**config.mk**
```make
export PLATFORM = sky130hd
export DESIGN_NAME = mem_copy_engine
export DESIGN_NICKNAME = d
export VERILOG_FILES = /design/src/rtl/mem_copy_engine.sv
export SDC_FILE = /design/constraint.sdc
export NUM_CORES = 1
export LEC_CHECK = 0
export CAP_MARGIN = 20
export CORE_UTILIZATION = 48
export DETAILED_ROUTE_END_ITERATION = 16
export PLACE_DENSITY = 0.77
export SLEW_MARGIN = 30
export SYNTH_ARGS = -nofsm -noshare
export SYNTH_HDL_FRONTEND = slang
export SYNTH_SLANG_ARGS = --single-unit
export TNS_END_PERCENT = 30
```
**constraint.sdc**
```tcl
create_clock -name clk -period 3.4 [get_ports clk]
set_clock_uncertainty 0.2 [all_clocks]
set_input_delay 0.68 -clock clk [delete_from_list [all_inputs] [get_ports clk]]
set_output_delay 0.68 -clock clk [all_outputs]
set_load 0.02 [all_outputs]
```
**src/rtl/mem_copy_engine.sv**
```systemverilog
// Word-by-word memory copy engine: alternates a read cycle and a write cycle per word
// against a single-port memory with combinational read data.
module mem_copy_engine #(
   parameter int DEPTH = 120
) (
   input  logic       clk,
   input  logic       reset,
   input  logic       start,
   input  logic [7:0] src_addr,
   input  logic [7:0] dst_addr,
   input  logic [7:0] len,
   output logic       busy,
   output logic       done,
   output logic       err,
   output logic [7:0] mem_addr,
   output logic       mem_wr_en,
   output logic [7:0] mem_din,
   input  logic [7:0] mem_dout
);

   localparam logic [8:0] DEPTH_LIM = 9'(DEPTH);

   typedef enum logic [1:0] {
      IDLE = 2'd0,
      RD   = 2'd1,
      WR   = 2'd2,
      DONE = 2'd3
   } state_t;

   state_t     state, state_nxt;
   logic [7:0] src_q, dst_q, len_q, idx_q, hold_q;
   logic       err_q;
   logic       req_err;

   // Sums are widened to 9 bits so a window running past address 255 still flags.
   function automatic logic range_err(input logic [7:0] base, input logic [7:0] n);
      return ({1'b0, base} + {1'b0, n}) > DEPTH_LIM;
   endfunction

   always_comb begin
      req_err = range_err(src_addr, len) | range_err(dst_addr, len);
   end

   always_ff @(posedge clk) begin
      if (reset) begin
         state  <= IDLE;
         src_q  <= '0;
         dst_q  <= '0;
         len_q  <= '0;
         idx_q  <= '0;
         hold_q <= '0;
         err_q  <= 1'b0;
      end else begin
         state <= state_nxt;
         case (state)
            IDLE: begin
               if (start) begin
                  src_q <= src_addr;
                  dst_q <= dst_addr;
                  len_q <= len;
                  idx_q <= '0;
                  err_q <= req_err;
               end
            end
            RD:      hold_q <= mem_dout;
            WR:      idx_q  <= idx_q + 8'd1;
            default: ;
         endcase
      end
   end

   always_comb begin
      state_nxt = state;
      busy      = 1'b1;
      done      = 1'b0;
      mem_addr  = '0;
      mem_wr_en = 1'b0;
      mem_din   = '0;
      case (state)
         IDLE: begin
            busy = 1'b0;
            if (start) begin
               state_nxt = (req_err || len == 8'd0) ? DONE : RD;
            end
         end
         RD: begin
            mem_addr  = src_q + idx_q;
            state_nxt = WR;
         end
         WR: begin
            mem_addr  = dst_q + idx_q;
            mem_wr_en = 1'b1;
            mem_din   = hold_q;
            state_nxt = (idx_q + 8'd1 == len_q) ? DONE : RD;
         end
         DONE: begin
            done      = 1'b1;
            state_nxt = IDLE;
         end
         default: state_nxt = IDLE;
      endcase
   end

   assign err = err_q;

endmodule

```
==> key figures <==
Die
  • Die area: 6670 sq um
  • Die Width: 81.7 um
  • Initial Util: 0.506
  • Die span in y: 81.7 um
  • Core area: 6030 sq um
  • Row Count: 28
  • # IOs: 55

Clock network
  • Num CTS Buffers: 5
  • CTS Sinks: 43
  • CTS tree: built
  • Clk slew on worst S/H paths: 0.09 ns
  • Worst-Skew Late Latency: 0.30 ns
  • Root buf cell: clkbuf_8
  • Clock H-tree levels: 2
  • Clock Tree Buf Depth: 2
  • Cts hold-fix bufs: 0

Timing
  • Slew HR: 0.492
  • Max-slew violation count: 0
  • Final Setup Violations: 4
  • Measured slew at the worst slew-check pin: 0.761 ns
  • Minimum clock period: 3.55 ns
  • Fmax: 282 MHz
  • Worst hold slack: 0.257 ns
  • Period utilisation layout: 1.04
  • Fin worst setup slack: -0.146 ns
  • Hold Fails Final Rpt: 0
  • RSZ-0062 raised after global routing: true

Worst setup path
  • WP buf/inv: 2
  • Critical Path RT: 2.52 ns
  • Crit-path cells: inv_2 -> ha_4 -> mux2_2 -> ha_1 -> a21o_1 -> a21oi_2 -> o21ai_2 -> a2111oi_4 -> o31a_1 -> nor3_2 -> buf_4
  • Worst setup SP type: register
  • Setup crit end kind: primary output
  • Crit path largest cell delay: 0.34 ns
  • WS Path Type: register to primary output
  • Worst Path Arrival: 2.67 ns
  • Critical path's slowest cell: mux2_2
  • Top Family by Delay on Critical Path: compound AO/OA/AOI/OAI gates
  • Worst Path Max Fanout: 3

Layout
  • Fillers: 529
  • Most frequent cells in the layout: nand2_1 (58), clkdlybuf4s50_1 (47), dfxtp_1 (42)
  • Share of cells above drive strength 1: 0.161
  • NumNets Final: 526
  • Area of the multi-input gates: 2190 sq um
  • Area delta synth->final: 33.8%
  • Register area: 862 sq um
  • Post-layout util: 0.677
  • Commonest non-fill, non-tap cell in the layout: nand2_1
  • # diodes: 0
  • Final Non-Filler Cells: 536

Power and ir drop
  • Cell Pwr Density: 496 nW/um^2
  • Sw Pwr: 775 uW
  • Total power draw: 2020 uW
  • Leakage: 0.00167 uW
  • Combinational power share: 0.482
  • Clk pwr share: 0.197
  • Worst vdd ir: 289 uV
  • Switch share: 0.383
  • Pint: 1250 uW
  • Seq pwr share: 0.321

Placed design
  • Place WS: -0.336 ns
  • Dpl cells: 525
  • IO Port Bufs: 54
  • Gpl congestion: 0.895
  • DPL Wire Length: 6140 um

Synthesis
  • Syn Nets: 448
  • Synth Area in Compound Gates: 0.190
  • Sequential element share of the synthesized area: 0.282
  • Post-synthesis mux area share: 0.0657
  • Post-synth top flop: dfxtp_1
  • Simple-gate share of the synthesized area: 0.236
  • Largest family of logic cells by synthesized area: simple AND/OR/NAND/NOR gates
  • Post-Synth XOR/XNOR Area: 0.0566
  • Async set-reset flop share out of synthesis: 0
  • Yosys Warn Count: 0
  • Number of synthesized register bits: 43
  • Avg Synthesized Cell Area: 7.98 sq um
  • Post-Synthesis Cells: 382
  • Distinct cell type count after synthesis: 48
  • Synth Area in Adders: 0.135
  • Mapped Area: 3050 sq um
  • EDFF count, synth: 0

Detailed routing
  • First-pass DRT Iterations: 6
  • Routed Antenna Nets: 0
  • DR WL/cell: 14.6 um
  • Vias after detailed routing: 2965
  • DRC Markers: 0
  • Drt initial violations: 187
  • Via density: 5.53
  • DRT Wirelength: 7810 um

GRT
  • Gr usage total: 0.250
  • First-pass GRT wire length: 12700 um
  • Largest net degree at the start of global routing: 44
  • Initial antenna violation count: 0
  • Vias in the first global route: 2657
  • Global route overflow: 0

Run
  • Total of max-cap violations: 0

Status
  • Status: complete, but fails checks
  • Failing checks: negative setup slack

Min path
  • Worst hold path class: register to register
power by group through the flow:
stage / logic (uW) / clock network, uW / registers (uW)
after CTS: 970 / 407 / 646
final: 975 / 399 / 648
after global placement: 935 / 0 / 654
after detailed placement: 952 / 0 / 657
after global routing: 1080 / 427 / 659
after floorplan: 643 / 0 / 653
registers in the layout, indices dropped and copies added, names as in the netlist:
name	flops
dst_q	8
err	1
hold_q	8
idx_q	8
len_q	8
src_q	8
state	2
worst min-delay path: stages, from the launching register on:
cell and delay [ns]:
dfxtp_1 0.32, nand2_1 0.05, a21oi_1 0.05
layout make-up:
cell class              count  area share
multi-input cells         311       0.538
flip-flops and latches     43       0.211
repair buffers             86       0.188
well taps                  75      0.0230
clock buffers               5      0.0169
inverters                  13      0.0120
clock inverters             3      0.0107
timing repair:
action	CTS	global route
buffers inserted	1	2
resized for setup	31	3
pin swaps	6	4
endpoints found under the setup margin	7	5
cell families (layout without fill, tap and decap cells):
group / count (synthesis) / in the layout
muxes: 19 / 19
xor gates and xnor gates: 18 / 18
adders and majority gates: 31 / 31
AOI/OAI and AO/OA: 90 / 90
and+or+nand+nor: 153 / 153
buffers and inverters: 28 / 107
DFF: 43 / 43
path summary, 6_finish.rpt:
path | from | cells after the start | end | slack, ns
min reg2reg | dst_q[5] | 2 | dst_q[5] | 0.26
min | dst_q[5] | 2 | dst_q[5] | 0.26
max | state[0] | 11 | mem_addr[7] | -0.15
max reg2reg | idx_q[0] | 8 | state[1] | 1.22
cell usage after synthesis (2+ instances only):
library cell	instances	area share
dfxtp_1	43	0.28
and2_1	13	0.027
nand2_1	58	0.071
or3_1	2	0.0041
ha_1	28	0.11
a21o_1	7	0.017
nor3b_1	3	0.0074
a2111oi_0	3	0.0086
a211oi_1	3	0.0074
mux2_2	8	0.030
nand3_1	6	0.0098
clkbuf_1	14	0.017
nor3_1	8	0.013
nor2b_1	5	0.010
and3_1	5	0.010
o211ai_1	2	0.0049
o21ai_0	11	0.018
a21oi_1	36	0.059
fa_1	3	0.020
a22oi_1	5	0.012
o21ai_1	5	0.0082
nor2_1	38	0.047
inv_1	13	0.016
nor4_1	6	0.012
mux2i_1	11	0.036
nand4_1	3	0.0062
nor4_2	2	0.0082
nand2b_1	3	0.0062
xnor2_1	9	0.026
a21boi_0	3	0.0074
a31oi_1	2	0.0041
xor2_1	8	0.023
per-stage QoR:
stage / setup TNS [ns] / instance area, sq um
floorplan: 0 / 3120
global placement: -0.592 / 3900
detailed placement: -0.921 / 3900
CTS: -0.376 / 4070
global route: -0.812 / 4080
finish: -0.355 / 4080
routing by layer:
layer	global-route usage	share of wire
met5	0	0
met4	0.0825	0.015
met3	0.0500	0.043
met2	0.417	0.47
met1	0.323	0.47
No activity file was read; power rests on OpenSTA's default activity.
